==> src/rtl/rv32i_ctrl_pkg.sv <==
// Shared types and constants for the RV32I control sequencer: FSM states, opcodes and ALU codes.
package rv32i_ctrl_pkg;

  typedef enum logic [2:0] {
    StIdle,
    StFetch,
    StDecode,
    StExec,
    StMem,
    StWb,
    StHalt
  } state_e;

  localparam logic [6:0] OpcOp     = 7'b0110011;
  localparam logic [6:0] OpcOpImm  = 7'b0010011;
  localparam logic [6:0] OpcLoad   = 7'b0000011;
  localparam logic [6:0] OpcStore  = 7'b0100011;
  localparam logic [6:0] OpcBranch = 7'b1100011;
  localparam logic [6:0] OpcLui    = 7'b0110111;
  localparam logic [6:0] OpcJal    = 7'b1101111;

  typedef enum logic [5:0] {
    AluNop   = 6'd0,
    AluAdd   = 6'd1,
    AluSub   = 6'd2,
    AluSll   = 6'd3,
    AluSlt   = 6'd4,
    AluSltu  = 6'd5,
    AluXor   = 6'd6,
    AluSrl   = 6'd7,
    AluSra   = 6'd8,
    AluOr    = 6'd9,
    AluAnd   = 6'd10,
    AluCmpEq = 6'd11,
    AluCmpNe = 6'd12,
    AluCmpGe = 6'd13,
    AluCmpLt = 6'd14
  } alu_op_e;

  // funct7[5] selects SUB only for register-register ops; SRA/SRL for both forms.
  function automatic alu_op_e alu_decode(input logic [2:0] funct3, input logic f7b5,
                                         input logic is_reg);
    case (funct3)
      3'b000:  return (is_reg && f7b5) ? AluSub : AluAdd;
      3'b001:  return AluSll;
      3'b010:  return AluSlt;
      3'b011:  return AluSltu;
      3'b100:  return AluXor;
      3'b101:  return f7b5 ? AluSra : AluSrl;
      3'b110:  return AluOr;
      default: return AluAnd;
    endcase
  endfunction

endpackage

==> src/rtl/imm_gen.sv <==
// Combinational immediate extraction (I/S/B/J/U formats) from the instruction register.
module imm_gen (
  input  logic [31:0] instr,
  output logic [31:0] imm_i,
  output logic [31:0] imm_s,
  output logic [31:0] imm_b,
  output logic [31:0] imm_j,
  output logic [31:0] imm_u
);

  assign imm_i = {{20{instr[31]}}, instr[31:20]};
  assign imm_s = {{20{instr[31]}}, instr[31:25], instr[11:7]};
  assign imm_b = {{19{instr[31]}}, instr[31], instr[7], instr[30:25], instr[11:8], 1'b0};
  assign imm_j = {{11{instr[31]}}, instr[31], instr[19:12], instr[20], instr[30:21], 1'b0};
  assign imm_u = {instr[31:12], 12'b0};

endmodule

==> src/rtl/control_sequencer.sv <==
// Multi-cycle RV32I sequencer: owns the PC, fetches over ready/valid, decodes and drives strobes.
module control_sequencer
  import rv32i_ctrl_pkg::*;
#(
  parameter logic [31:0] RESET_PC = 32'h0000_0000
) (
  input  logic        clk,
  input  logic        reset,
  output logic        imem_req,
  output logic [31:0] imem_addr,
  input  logic        imem_ready,
  input  logic [31:0] imem_rdata,
  input  logic        beq,
  input  logic        bneq,
  input  logic        bgeq,
  input  logic        blt,
  output logic [4:0]  read_reg_num1,
  output logic [4:0]  read_reg_num2,
  output logic [4:0]  write_reg_num,
  output alu_op_e     alu_cntrl,
  output logic        beq_cntrl,
  output logic        bneq_cntrl,
  output logic        bgeq_cntrl,
  output logic        blt_cntrl,
  output logic        jump,
  output logic        lui_cntrl,
  output logic        lb,
  output logic        sw,
  output logic        mem_to_reg,
  output logic        reg_dst,
  output logic [31:0] imm_val,
  output logic [3:0]  shamt,
  output logic [31:0] imm_val_lui,
  output logic [31:0] imm_val_jump,
  output logic [31:0] return_address,
  output logic        illegal_instr
);

  state_e      state_q;
  logic        armed_q;
  logic        taken_q;
  logic [31:0] pc_q;
  logic [31:0] ir_q;

  logic [31:0] imm_i, imm_s, imm_b, imm_j, imm_u;
  logic [6:0]  opcode;
  logic [2:0]  funct3;
  logic        is_op, is_opimm, is_load, is_store, is_branch, is_lui, is_jal, dec_legal;
  alu_op_e     dec_alu;
  logic [31:0] dec_imm;
  logic [31:0] next_pc;

  assign imem_addr = pc_q;

  imm_gen u_imm_gen (
    .instr(ir_q),
    .imm_i(imm_i),
    .imm_s(imm_s),
    .imm_b(imm_b),
    .imm_j(imm_j),
    .imm_u(imm_u)
  );

  assign opcode    = ir_q[6:0];
  assign funct3    = ir_q[14:12];
  assign is_op     = (opcode == OpcOp);
  assign is_opimm  = (opcode == OpcOpImm);
  assign is_load   = (opcode == OpcLoad);
  assign is_store  = (opcode == OpcStore);
  assign is_branch = (opcode == OpcBranch);
  assign is_lui    = (opcode == OpcLui);
  assign is_jal    = (opcode == OpcJal);
  assign dec_legal = is_op | is_opimm | is_load | is_store | is_branch | is_lui | is_jal;

  always_comb begin
    dec_alu = AluNop;
    dec_imm = imm_i;
    if (is_op) begin
      dec_alu = alu_decode(funct3, ir_q[30], 1'b1);
    end else if (is_opimm) begin
      dec_alu = alu_decode(funct3, ir_q[30], 1'b0);
    end else if (is_load) begin
      dec_alu = AluAdd;
    end else if (is_store) begin
      dec_alu = AluAdd;
      dec_imm = imm_s;
    end else if (is_branch) begin
      dec_imm = imm_b;
      case (funct3)
        3'b000:  dec_alu = AluCmpEq;
        3'b001:  dec_alu = AluCmpNe;
        3'b101:  dec_alu = AluCmpGe;
        3'b100:  dec_alu = AluCmpLt;
        default: dec_alu = AluNop;
      endcase
    end
  end

  // imm_val still holds the B-immediate during WB for a taken branch.
  always_comb begin
    next_pc = pc_q + 32'd4;
    if (is_jal) begin
      next_pc = pc_q + imm_val_jump;
    end else if (taken_q) begin
      next_pc = pc_q + imm_val;
    end
  end

  always_ff @(posedge clk or negedge reset) begin
    if (!reset) begin
      state_q        <= StIdle;
      armed_q        <= 1'b0;
      taken_q        <= 1'b0;
      pc_q           <= RESET_PC;
      ir_q           <= '0;
      imem_req       <= 1'b0;
      read_reg_num1  <= '0;
      read_reg_num2  <= '0;
      write_reg_num  <= '0;
      alu_cntrl      <= AluNop;
      beq_cntrl      <= 1'b0;
      bneq_cntrl     <= 1'b0;
      bgeq_cntrl     <= 1'b0;
      blt_cntrl      <= 1'b0;
      jump           <= 1'b0;
      lui_cntrl      <= 1'b0;
      lb             <= 1'b0;
      sw             <= 1'b0;
      mem_to_reg     <= 1'b0;
      reg_dst        <= 1'b0;
      imm_val        <= '0;
      shamt          <= '0;
      imm_val_lui    <= '0;
      imm_val_jump   <= '0;
      return_address <= '0;
      illegal_instr  <= 1'b0;
    end else begin
      // Per-state controls default low; each state re-asserts what it owns.
      imem_req   <= 1'b0;
      alu_cntrl  <= AluNop;
      beq_cntrl  <= 1'b0;
      bneq_cntrl <= 1'b0;
      bgeq_cntrl <= 1'b0;
      blt_cntrl  <= 1'b0;
      jump       <= 1'b0;
      lui_cntrl  <= 1'b0;
      lb         <= 1'b0;
      sw         <= 1'b0;
      mem_to_reg <= 1'b0;
      unique case (state_q)
        StIdle: begin
          armed_q <= 1'b1;
          if (armed_q) begin
            state_q  <= StFetch;
            imem_req <= 1'b1;
          end
        end
        StFetch: begin
          if (imem_ready) begin
            ir_q    <= imem_rdata;
            state_q <= StDecode;
          end else begin
            imem_req <= 1'b1;
          end
        end
        StDecode: begin
          if (!dec_legal) begin
            illegal_instr <= 1'b1;
            reg_dst       <= 1'b0;
            state_q       <= StHalt;
          end else begin
            read_reg_num1  <= ir_q[19:15];
            read_reg_num2  <= ir_q[24:20];
            write_reg_num  <= ir_q[11:7];
            imm_val        <= dec_imm;
            shamt          <= ir_q[23:20];
            imm_val_lui    <= imm_u;
            imm_val_jump   <= imm_j;
            return_address <= pc_q + 32'd4;
            reg_dst        <= is_op | is_opimm | is_load | is_lui | is_jal;
            alu_cntrl      <= dec_alu;
            beq_cntrl      <= is_branch && (funct3 == 3'b000);
            bneq_cntrl     <= is_branch && (funct3 == 3'b001);
            bgeq_cntrl     <= is_branch && (funct3 == 3'b101);
            blt_cntrl      <= is_branch && (funct3 == 3'b100);
            taken_q        <= 1'b0;
            state_q        <= StExec;
          end
        end
        StExec: begin
          taken_q <= is_branch & (beq | bneq | bgeq | blt);
          if (is_load || is_store) begin
            sw         <= is_store;
            lb         <= is_load;
            mem_to_reg <= is_load;
            state_q    <= StMem;
          end else begin
            lui_cntrl <= is_lui;
            jump      <= is_jal;
            state_q   <= StWb;
          end
        end
        StMem: begin
          lb         <= is_load;
          mem_to_reg <= is_load;
          state_q    <= StWb;
        end
        StWb: begin
          pc_q     <= next_pc;
          imem_req <= 1'b1;
          state_q  <= StFetch;
        end
        StHalt: begin
          state_q <= StHalt;
        end
        default: state_q <= StHalt;
      endcase
    end
  end

endmodule

==> config.mk <==
export PLATFORM = sky130hd
export DESIGN_NAME = control_sequencer
export DESIGN_NICKNAME = d
export VERILOG_FILES = /design/src/rtl/rv32i_ctrl_pkg.sv /design/src/rtl/imm_gen.sv /design/src/rtl/control_sequencer.sv
export SDC_FILE = /design/constraint.sdc
export NUM_CORES = 1
export LEC_CHECK = 0
export CAP_MARGIN = 20
export CORE_MARGIN = 5
export CORE_UTILIZATION = 35
export CTS_CLUSTER_SIZE = 28
export DETAILED_ROUTE_END_ITERATION = 12
export GPL_TIMING_DRIVEN = 0
export PLACE_DENSITY = 0.64
export SYNTH_ARGS = -nofsm -noshare
export SYNTH_HDL_FRONTEND = slang
export SYNTH_SLANG_ARGS = --single-unit
==> constraint.sdc <==
create_clock -name clk -period 3.6 [get_ports clk]
set_input_delay 0.72 -clock clk [delete_from_list [all_inputs] [get_ports clk]]
set_output_delay 0.72 -clock clk [all_outputs]
set_load 0.005 [all_outputs]
==> results.md, run 1 <==
- EDFF count, synth: 0
- Synth top area share: roughly 36%
- P_sw: 4.21 mW
- Outcome: complete, no violations
- Vias: 10000
- Post-route cell area: between 0.01 and 0.015 mm²
- Buf/Inv on CP: 0
- Drt pass-1 iters: 5
- Final RePlAce weighted congestion: between 0.9 and 1
- Worst slew pin tran: 1.10 ns
- Area post-placement: around 0.013 mm²
- Final setup violation count: 0
- Power share of the clock group: 18.8%
- Max Cap Viol: 0
- Total wire length: 38100 µm
- Vias in the first global route: 9952
- Cell taking the most area after synthesis: dfrtp_1
- Post-synth ARST share: 100%
- Fmax: 289 MHz
- Die W: 182 µm
- Clock Latency Late Sink: 0.44 ns
- Total grt overflow: 0
- Syn Inst Count: 1220
- Critical Path Sink Type: register
- Synthesized area per cell: 8.47 µm²
- Crit path max-delay family: compound AO/OA/AOI/OAI gates
- Final worst path period share: 96.1%
- Most frequent CP cell: a211oi_2
- Sw Share: 42.2%
- Hpwl dp: 28700 µm
- Yosys reg bits: roughly 150
- CP Max Fanout: 8
- Clock skew: slightly below 0.02 ns
- DR iter-0 viols: 713
- Reg2Reg Depth: 10
- Top post-synthesis cells by area: dfrtp_1 36%, nand2_1 6.9%, buf_4 6.3%
- Hold Path Class: input pin to async pin
- Critical-path cell list: ha_1 -> a21o_1 -> a31oi_1 -> a211oi_2 -> o311ai_2 -> a31oi_4 -> a211oi_2 -> nor3_1 -> o31ai_1 -> a21oi_1
- Layout area overhead: 33.0%
- Worst Setup SP: imem_addr[4]$_DFFE_PN0P_
- Clock sinks: 147
- Clock slew at reported path FFs: 0.08 ns
- End of the worst register-to-register path: imem_addr[23]$_DFFE_PN0P_
- FF-to-FF Start: imem_addr[4]$_DFFE_PN0P_
- Clock Tree Buf Depth: 2
- Slowest CP cell: a211oi_2
- Startpoint Class: register
- Final Net Count: 1561
- Power share of the combinational group: 51.9%
- Initial antenna violation count: 0
- Residual DRC: 0
- Final Hold Fails: 0
- Tot GR Track Use: 22.6%
- R2R Setup Slk: 0.14 ns
- Routed Antenna Nets: 0
- Antenna diodes: 0
- CTS buffer count: 17
- Worst endpoint required time: between 3 and 4 ns
- Vias per std cell: 5.34
- Max-Slew Margin vs Limit: between 20% and 30%
- Seq/Total Area, Yosys: ~36%
- I/O Pins: 236
- Peak per-stage delay on the critical path: 0.49 ns
- Post-synth cell types: 68
- Fin cells: 1878
- Lkg Pwr: 6.19 nW
- Post-synth top cells: 189 x nand2_1, 147 x dfrtp_1, 107 x nor2_1, 104 x a21oi_1, 87 x buf_4
- Slew Viols, Final: 0
- Synthesis warning total: 0
- Initial core utilization: about a third
- Pin count of the biggest net entering global routing: 89
- WL per Instance: 20.3 µm
- Synth Flop Type: dfrtp_1
- Die footprint: 0.0331 mm²
- Port bufs: 220
- Share of cells above drive strength 1: between 10% and 20%
- Unrepaired setup endpoints after global routing: no
- Post-CTS setup buffer count: 0
- Die span in y: 182 µm
- First-pass GRT wire length: about 59000 µm
- Count leader, synth: nand2_1
- CTS tree: built
- Num rows: 63
- H-tree depth: 4
- Pwr Density: 725 mW/mm²
- CP arrival: 3.77 ns
- Seq pwr share: 29.3%
- Clock root buffer: clkbuf_16
- Synthesized cell area: 0.0103 mm²
- Cells after DPL: roughly 1800
- Kind of critical path: register to register
- Cell internal pwr: about 5.8 mW
- Min Clock Period, post-route: 3.46 ns
- Post-CTS Hold Fix Bufs: 0
- Peak VDD IR: 286 µV
- Total core area: 0.0294 mm²
-- cells by family after synthesis --
family | count (synthesis) | share of synthesized area (%)
buffers and inverters | 168 | 9.51
DFF | 147 | 35.6
xor gates and xnor gates | 61 | 5.17
other | 1 | 0.0363
and+or+nand+nor | 434 | 18.8
muxes | 50 | 5.27
AOI/OAI and AO/OA | 312 | 19.8
adders and majority gates | 47 | 5.84
-- power groups by stage --
stage | clock (mW) | sequential [mW] | combinational, mW
6_report | 1.87 | 2.92 | 5.18
5_1_grt | 1.97 | 3.01 | 5.67
4_1_cts | 1.89 | 2.92 | 5.17
3_5_place_dp | 0 | 2.95 | 5.14
3_3_place_gp | 0 | 2.96 | 5.06
2_1_floorplan | 0 | 2.77 | 3.01
-- cells in the final DEF (no fill, tap or decap), drive strengths merged, types with 11 or more instances in the layout --
master,instances
mux2i,15
clkdlybuf4s50,219
nor2,107
ha,45
conb,15
nand3,28
xor2,26
nand2,189
clkbuf,62
nand2b,14
buf,108
mux2,35
and2,11
inv,27
dfrtp,147
o21ai,62
a211oi,18
a21oi,104
a31oi,12
a21o,29
xnor2,35
nor3,24
and3,20
-- cell type report --
class	count	area, µm²
inverter	19	71.3
fill	2885	15700
timing repair buffer	222	2250
buffer	149	912
clock inverter	14	180
sequential	147	3680
multi-input combinational	919	5720
tap	390	488
clock buffer	18	439
-- worst register-to-register path: cells and delay by family, from the launching register on --
family                     cells  cell delay (ns)
AOI/OAI and AO/OA              8             2.34
adders and majority gates      1             0.40
and+or+nand+nor                1             0.11
DFF                            1             0.48
-- per-layer routing --
metal	wire length, µm	global-route usage (%)
met3	2740	4.75
met5	0	0
met2	17700	37.0
met1	16500	29.9
met4	1200	7.33
-- stage by stage --
stage | total power [mW] | TNS [ns] | setup WS [ns] | utilization, % | hold slack, ns
2_1_floorplan | 5.78 | 0 | 0.285 | - | 0.424
3_3_place_gp | 8.02 | -656.94 | -4.44 | 44.5 | 0.443
3_5_place_dp | 8.09 | 0 | 0.227 | 44.6 | 0.448
4_1_cts | 9.98 | 0 | 0.201 | 46.7 | 0.283
5_1_grt | 10.7 | 0 | 0.0298 | 46.7 | 0.308
6_report | 9.97 | 0 | 0.141 | 46.7 | 0.262
-- worst max path at each step --
stage	to	slack, ns	cells past startpoint
detailed placement	imem_addr[23]$_DFFE_PN0P_	0.23	10
floorplan	imem_addr[31]$_DFFE_PN0P_	0.29	8
finish	imem_addr[23]$_DFFE_PN0P_	0.14	10
global placement	write_reg_num[3]$_DFFE_PN0P_	-4.44	1
global route	imem_addr[23]$_DFFE_PN0P_	0.03	10
CTS	imem_addr[23]$_DFFE_PN0P_	0.20	10
-- timing repair --
item,CTS,global route
setup endpoints to repair,0,7
endpoints found under the hold margin,0,0
resized for setup,0,3
No activity file was read; power rests on OpenSTA's default activity.
==> run 2: changes to the inputs <==
CORE_UTILIZATION = 26   (was 35)
PLACE_DENSITY = 0.52   (was 0.64)
==> run 2 against run 1 <==
  * Clock skew shrank 0.0061 ns
  * Sequential power barely moved
  * Highest routed layer unchanged
  * Combinational power up 0.8%
  * First-iteration DRC count decreased by 3.5%
  * Worst hold slack got worse by 0.10 ns
==> results.md, run 2 (synthesis gave the netlist of run 1 again) <==
- Final Total Pwr: 9.94 mW (-0.26%)
- Final RePlAce weighted congestion: 0.922 (-1.0%)
- Total core area: 0.0395 mm² (+35%)
- Clock Tree Buf Depth: 2 (unchanged)
- Total wire length: 40200 µm (+5.4%)
- Post-route cell area: 0.0139 mm² (+1.1%)
- Reg2Reg Depth: 10 (unchanged)
- Clock Latency Late Sink: 0.45 ns (about the same)
- Port bufs: 220 (unchanged)
- R2R Setup Slk: 0.16 ns (+0.02 ns)
- Most common cell after layout, fill and taps aside: clkdlybuf4s50_1
- Peak VDD IR: 390 µV (+36%)
- Die footprint: 0.0438 mm² (+33%)
- Final Hold Fails: 0 (unchanged)
- Min Clock Period, post-route: 3.44 ns (-0.0235 ns)
- FF-to-FF Start: imem_addr[4]$_DFFE_PN0P_
- H-tree depth: 4 (unchanged)
- Minimum hold slack: 0.158 ns (-0.103 ns)
- Seq. cell area: 0.00368 mm² (unchanged)
- Fillers: 4106 (+42%)
- Worst slew pin tran: 1.03 ns (-0.0793 ns)
- Max-Slew Margin vs Limit: 31.1% (+5.3 points)
- Final setup violation count: 0 (unchanged)
- Residual DRC: 0 (unchanged)
- Peak per-stage delay on the critical path: 0.48 ns (about the same)
- Lkg Pwr: 6.16 nW (-0.41%)
- Die span in y: 209 µm (+15%)
- Antenna diodes: 0 (unchanged)
- Vias: 9858 (-1.8%)
- Fin cells: 2013 (+7.2%)
- Vias per std cell: 4.90 (-8.4%)
- Die W: 209 µm (+15%)
- Fin util: 35.1% (-12 points)
- Area of the multi-input gates: 0.00573 mm² (about the same)
- Drt pass-1 iters: 5 (unchanged)
- Vias in the first global route: 9776 (-1.8%)
- Outcome: complete, no violations
- End of the worst register-to-register path: imem_addr[23]$_DFFE_PN0P_
- Critical Path Sink Type: register
- Startpoint Class: register
- Buf/Inv on CP: 0 (unchanged)
- Slowest CP cell: dfrtp_1
- CTS buffer count: 17 (unchanged)
- Kind of critical path: register to register
- Initial antenna violation count: 0 (unchanged)
- CTS tree: built
- Clock skew: 0.0136 ns (-0.00607 ns)
- Post-CTS Hold Fix Bufs: 0 (unchanged)
- Clock sinks: 147 (unchanged)
- First-pass GRT wire length: 61500 µm (+4.9%)
- Worst endpoint required time: 3.91 ns (about the same)
- Share of cells above drive strength 1: 12.8% (unchanged)
- Routed Antenna Nets: 0 (unchanged)
- Clock slew at reported path FFs: 0.06 ns (-0.02 ns)
- Hpwl dp: 30700 µm (+7.2%)
- CP Max Fanout: 8 (unchanged)
- Cells after DPL: 1981 (+7.3%)
- Most frequent cells in the layout: 219 x clkdlybuf4s50_1, 189 x nand2_1, 146 x dfrtp_1, 107 x nor2_1, 103 x a21oi_1
- Final Net Count: 1561 (unchanged)
- Pin count of the biggest net entering global routing: 105 (+18%)
- Slew Viols, Final: 0 (unchanged)
- DR iter-0 viols: 688 (-3.5%)
- Critical-path cell list: ha_1 -> a21o_1 -> a31oi_1 -> a211oi_2 -> o311ai_2 -> a31oi_4 -> a211oi_2 -> nor3_1 -> o31ai_1 -> a21oi_1
- Unrepaired setup endpoints after global routing: no
- Tot GR Track Use: 18.1% (-4.5 points)
- Worst Setup SP: imem_addr[4]$_DFFE_PN0P_
- Pwr Density: 716 mW/mm² (-1.3%)
- Hold Path Class: input pin to async pin
- WL per Instance: 20.0 µm (-1.6%)
- Clock root buffer: clkbuf_16
- Final worst path period share: 95.4% (-0.65 points)
- Instance count on the critical path: 10 (unchanged)
- I/O Pins: 236 (unchanged)
- Most frequent CP cell: a211oi_2
- Layout area overhead: 34.4%
- Total grt overflow: 0 (unchanged)
- Num rows: 73 (+16%)
- Area post-placement: 0.0133 mm² (+1.3%)
- Crit path max-delay family: compound AO/OA/AOI/OAI gates
- CP arrival: 3.75 ns (-0.02 ns)
- Max Cap Viol: 0 (unchanged)
- Initial core utilization: 26.1% (-9.0 points)
- Fmax: 291 MHz (+0.68%)
## run 2: changes by cell type in the layout (fill, tap and decap cells not counted)
cell	delta
clkbuf_1	+1
clkbuf_4	+1
clkbuf_8	-1
inv_8	-5
inv_6	+1
buf_6	-1
clkinv_8	-6
clkinv_4	+3
a21oi_1	-1
clkinvlp_4	+4
bufinv_16	+2
buf_8	+1
a21oi_2	+1
## run 2: worst max-delay path by stage
stage	endpoint	slack [ns]
2_1_floorplan	imem_addr[31]$_DFFE_PN0P_	0.29
3_3_place_gp	imm_val_jump[4]$_DFFE_PN0P_	-4.81
3_5_place_dp	ir_q[16]$_DFFE_PN0P_	0.19
4_1_cts	imem_addr[23]$_DFFE_PN0P_	0.21
5_1_grt	imem_addr[15]$_DFFE_PN0P_	0.07
6_report	imem_addr[23]$_DFFE_PN0P_	0.16
## run 2: area by class of cell
| class | count | share of cell area (%) |
|---|---|---|
| Multi-Input combinational cell | 919 | 41.2 |
| Sequential cell | 147 | 26.5 |
| Timing Repair Buffer | 223 | 16.3 |
| Buffer | 148 | 6.54 |
| Tap cell | 525 | 4.73 |
| Clock buffer | 19 | 3.12 |
| Clock inverter | 13 | 1.09 |
| Inverter | 19 | 0.513 |
## run 2: worst reg2reg max path: cells and delay by family, from the launching register on
family | cells | cell delay (ns)
flops | 1 | 0.48
simple gates | 1 | 0.10
compound gates | 8 | 2.32
fa+ha+maj | 1 | 0.41
## run 2: layer usage
metal / vias up / wire (µm) / GRT usage, %
met2: 341 / 18800 / 29.6
met1: 4747 / 18000 / 23.8
met3: 42 / 2690 / 4.96
li1: 4728 / - / -
met5: - / 0 / 0
met4: 0 / 793 / 4.41
## run 2: per-stage QoR
step	TNS [ns]	worst slack (ns)
after CTS	0	0.206
after detailed placement	0	0.193
after global placement	-712.93	-4.81
final	0	0.165
after global routing	0	0.0652
after floorplan	0	0.285
## run 2: timing repair
action                                  4_1_cts  5_1_grt
gates resized for setup                       0        4
setup buffers                                 0        0
endpoints found under the setup margin        0       11
## run 2: where the power goes
| group | internal (mW) | total, mW | switching (mW) |
|---|---|---|---|
| combinational | 2.59 | 5.22 | 2.63 |
| sequential | 2.21 | 2.92 | 0.710 |
| clock | 1.03 | 1.80 | 0.769 |
| total | 5.83 | 9.94 | 4.11 |
==> run 3: changes to the inputs <==
CTS_BUF_LIST = sky130_fd_sc_hd__clkbuf_4 sky130_fd_sc_hd__clkbuf_8 sky130_fd_sc_hd__clkbuf_16   (was unset)
==> run 3 against run 2 <==
  * Via count is 0.40% lower
  * Global-route usage hardly changed
  * Critical path type unchanged
  * Sequential share of layout area hardly changed
  * Total power is 0.13% higher
  * Largest power group unchanged
  * Die area stayed put
  * Sequential power hardly changed
==> results.md, run 3 (synthesis gave the netlist of run 1 again) <==
- Outcome: complete, no violations
- Die footprint: 0.0438 mm² (unchanged)
- Final setup violation count: 0 (unchanged)
- Vias in the first global route: 9772 (-0.041%)
- Drt pass-1 iters: 5 (unchanged)
- CTS buffer count: 17 (unchanged)
- H-tree depth: 4 (unchanged)
- Clock root buffer: clkbuf_16
- First-pass GRT wire length: 61300 µm (-0.26%)
- Residual DRC: 0 (unchanged)
- Tot GR Track Use: 18.1% (about the same)
- Clock sinks: 147 (unchanged)
- Vias: 9819 (-0.40%)
- Total core area: 0.0395 mm² (unchanged)
- Layout area overhead: 34.5% (about the same)
- Clock slew at reported path FFs: 0.06 ns (about the same)
- Crit path max-delay family: compound AO/OA/AOI/OAI gates
- Most common cell after layout, fill and taps aside: clkdlybuf4s50_1
- Final Total Pwr: 9.96 mW (+0.13%)
- Clock Latency Late Sink: 0.44 ns (about the same)
- Port bufs: 220 (unchanged)
- Final Net Count: 1561 (unchanged)
- Slew Viols, Final: 0 (unchanged)
- Final RePlAce weighted congestion: 0.922 (unchanged)
- Min Clock Period, post-route: 3.43 ns (-0.00905 ns)
- Startpoint Class: register
- Hold Path Class: input pin to async pin
- Post-CTS Hold Fix Bufs: 0 (unchanged)
- Routed Antenna Nets: 0 (unchanged)
- Total grt overflow: 0 (unchanged)
- Hpwl dp: 30700 µm (unchanged)
- I/O Pins: 236 (unchanged)
- Antenna diodes: 0 (unchanged)
- Minimum hold slack: 0.159 ns (+0.000272 ns)
- Cts repair resizes: 0 (unchanged)
- Instance count on the critical path: 10 (unchanged)
- Slowest CP cell: dfrtp_1
- Peak VDD IR: 390 µV (about the same)
- Lkg Pwr: 6.17 nW (+0.11%)
- End of the worst register-to-register path: imem_addr[23]$_DFFE_PN0P_
- Die W: 209 µm (unchanged)
- Die span in y: 209 µm (unchanged)
- Worst Setup SP: imem_addr[4]$_DFFE_PN0P_
- Max Cap Viol: 0 (unchanged)
- Unrepaired setup endpoints after global routing: no
- Reg2Reg Depth: 10 (unchanged)
- CTS tree: built
- Pwr Density: 716 mW/mm² (about the same)
- Critical Path Sink Type: register
- DR iter-0 viols: 717 (+4.2%)
- Kind of critical path: register to register
- CP Max Fanout: 8 (unchanged)
- Worst endpoint required time: 3.91 ns (about the same)
- WL per Instance: 19.9 µm (-0.27%)
- Post-CTS setup buffer count: 0 (unchanged)
- Buf/Inv on CP: 0 (unchanged)
- Clock skew: 0.00984 ns (-0.00376 ns)
- Num rows: 73 (unchanged)
- Fin util: 35.1% (about the same)
- FF-to-FF Start: imem_addr[4]$_DFFE_PN0P_
- Vias per std cell: 4.88 (-0.40%)
- Most frequent cells in the layout: 219 x clkdlybuf4s50_1, 189 x nand2_1, 146 x dfrtp_1, 107 x nor2_1, 103 x a21oi_1
- Max-Slew Margin vs Limit: 32.5% (+1.4 points)
- Critical-path cell list: ha_1 -> a21o_1 -> a31oi_1 -> a211oi_2 -> o311ai_2 -> a31oi_4 -> a211oi_2 -> nor3_1 -> o31ai_1 -> a21oi_1
- CP arrival: 3.74 ns (about the same)
- Final worst path period share: 95.2% (-0.25 points)
- Total wire length: 40100 µm (-0.27%)
- Final Hold Fails: 0 (unchanged)
- Initial antenna violation count: 0 (unchanged)
- Initial core utilization: 26.1% (unchanged)
- Most frequent CP cell: a211oi_2
- Pin count of the biggest net entering global routing: 105 (unchanged)
- Fmax: 292 MHz (+0.26%)
- Share of cells above drive strength 1: 13.0% (+0.13 points)
- Clock Tree Buf Depth: 2 (unchanged)
- Peak per-stage delay on the critical path: 0.48 ns (about the same)
- Worst slew pin tran: 1.00 ns (-0.0210 ns)
- R2R Setup Slk: 0.17 ns (about the same)
-- run 3: cell counts in the layout (fill, tap and decap cells not counted) --
Identical to the previous run, type by type.
-- run 3: per-layer routing --
metal  GRT usage, %  vias to the layer above  share of wire [%]
li1               -                     4734                  -
met1           23.7                     4707                 45
met2           29.4                      333                 46
met3           4.77                       45                6.6
met4           5.58                        0                2.4
met5              0                        -                  0
-- run 3: worst max path at each step --
| stage | slack (ns) | end |
|---|---|---|
| 2_1_floorplan | 0.29 | imem_addr[31]$_DFFE_PN0P_ |
| 5_1_grt | 0.06 | imem_addr[15]$_DFFE_PN0P_ |
| 3_3_place_gp | -4.81 | imm_val_jump[4]$_DFFE_PN0P_ |
| 3_5_place_dp | 0.19 | ir_q[16]$_DFFE_PN0P_ |
| 6_report | 0.17 | imem_addr[23]$_DFFE_PN0P_ |
| 4_1_cts | 0.21 | imem_addr[23]$_DFFE_PN0P_ |
-- run 3: area by class of cell --
| cell class | count | area, µm² |
|---|---|---|
| fillers | 4104 | 25700 |
| multi-input cells | 919 | 5730 |
| flip-flops and latches | 147 | 3680 |
| repair buffers | 223 | 2260 |
| plain buffers | 148 | 908 |
| well taps | 525 | 657 |
| clock buffers | 19 | 440 |
| clock inverters | 13 | 151 |
| inverters | 19 | 71.3 |
-- run 3: where the power goes --
group	switching [mW]	leakage, nW	internal (mW)	total (mW)
Clock	0.766	0.278	1.05	1.81
Sequential	0.713	1.90	2.21	2.92
Combinational	2.63	3.99	2.59	5.22
Total	4.11	6.17	5.85	9.96
-- run 3: metrics by stage --
stage	area (µm²)	setup TNS, ns	std cells	worst slack [ns]
4_1_cts	13900	0	2013	0.206
5_1_grt	13900	0	2013	0.0642
3_5_place_dp	13300	0	1981	0.193
2_1_floorplan	10400	0	1234	0.285
6_report	13900	0	2013	0.174
3_3_place_gp	13200	-712.93	1979	-4.81
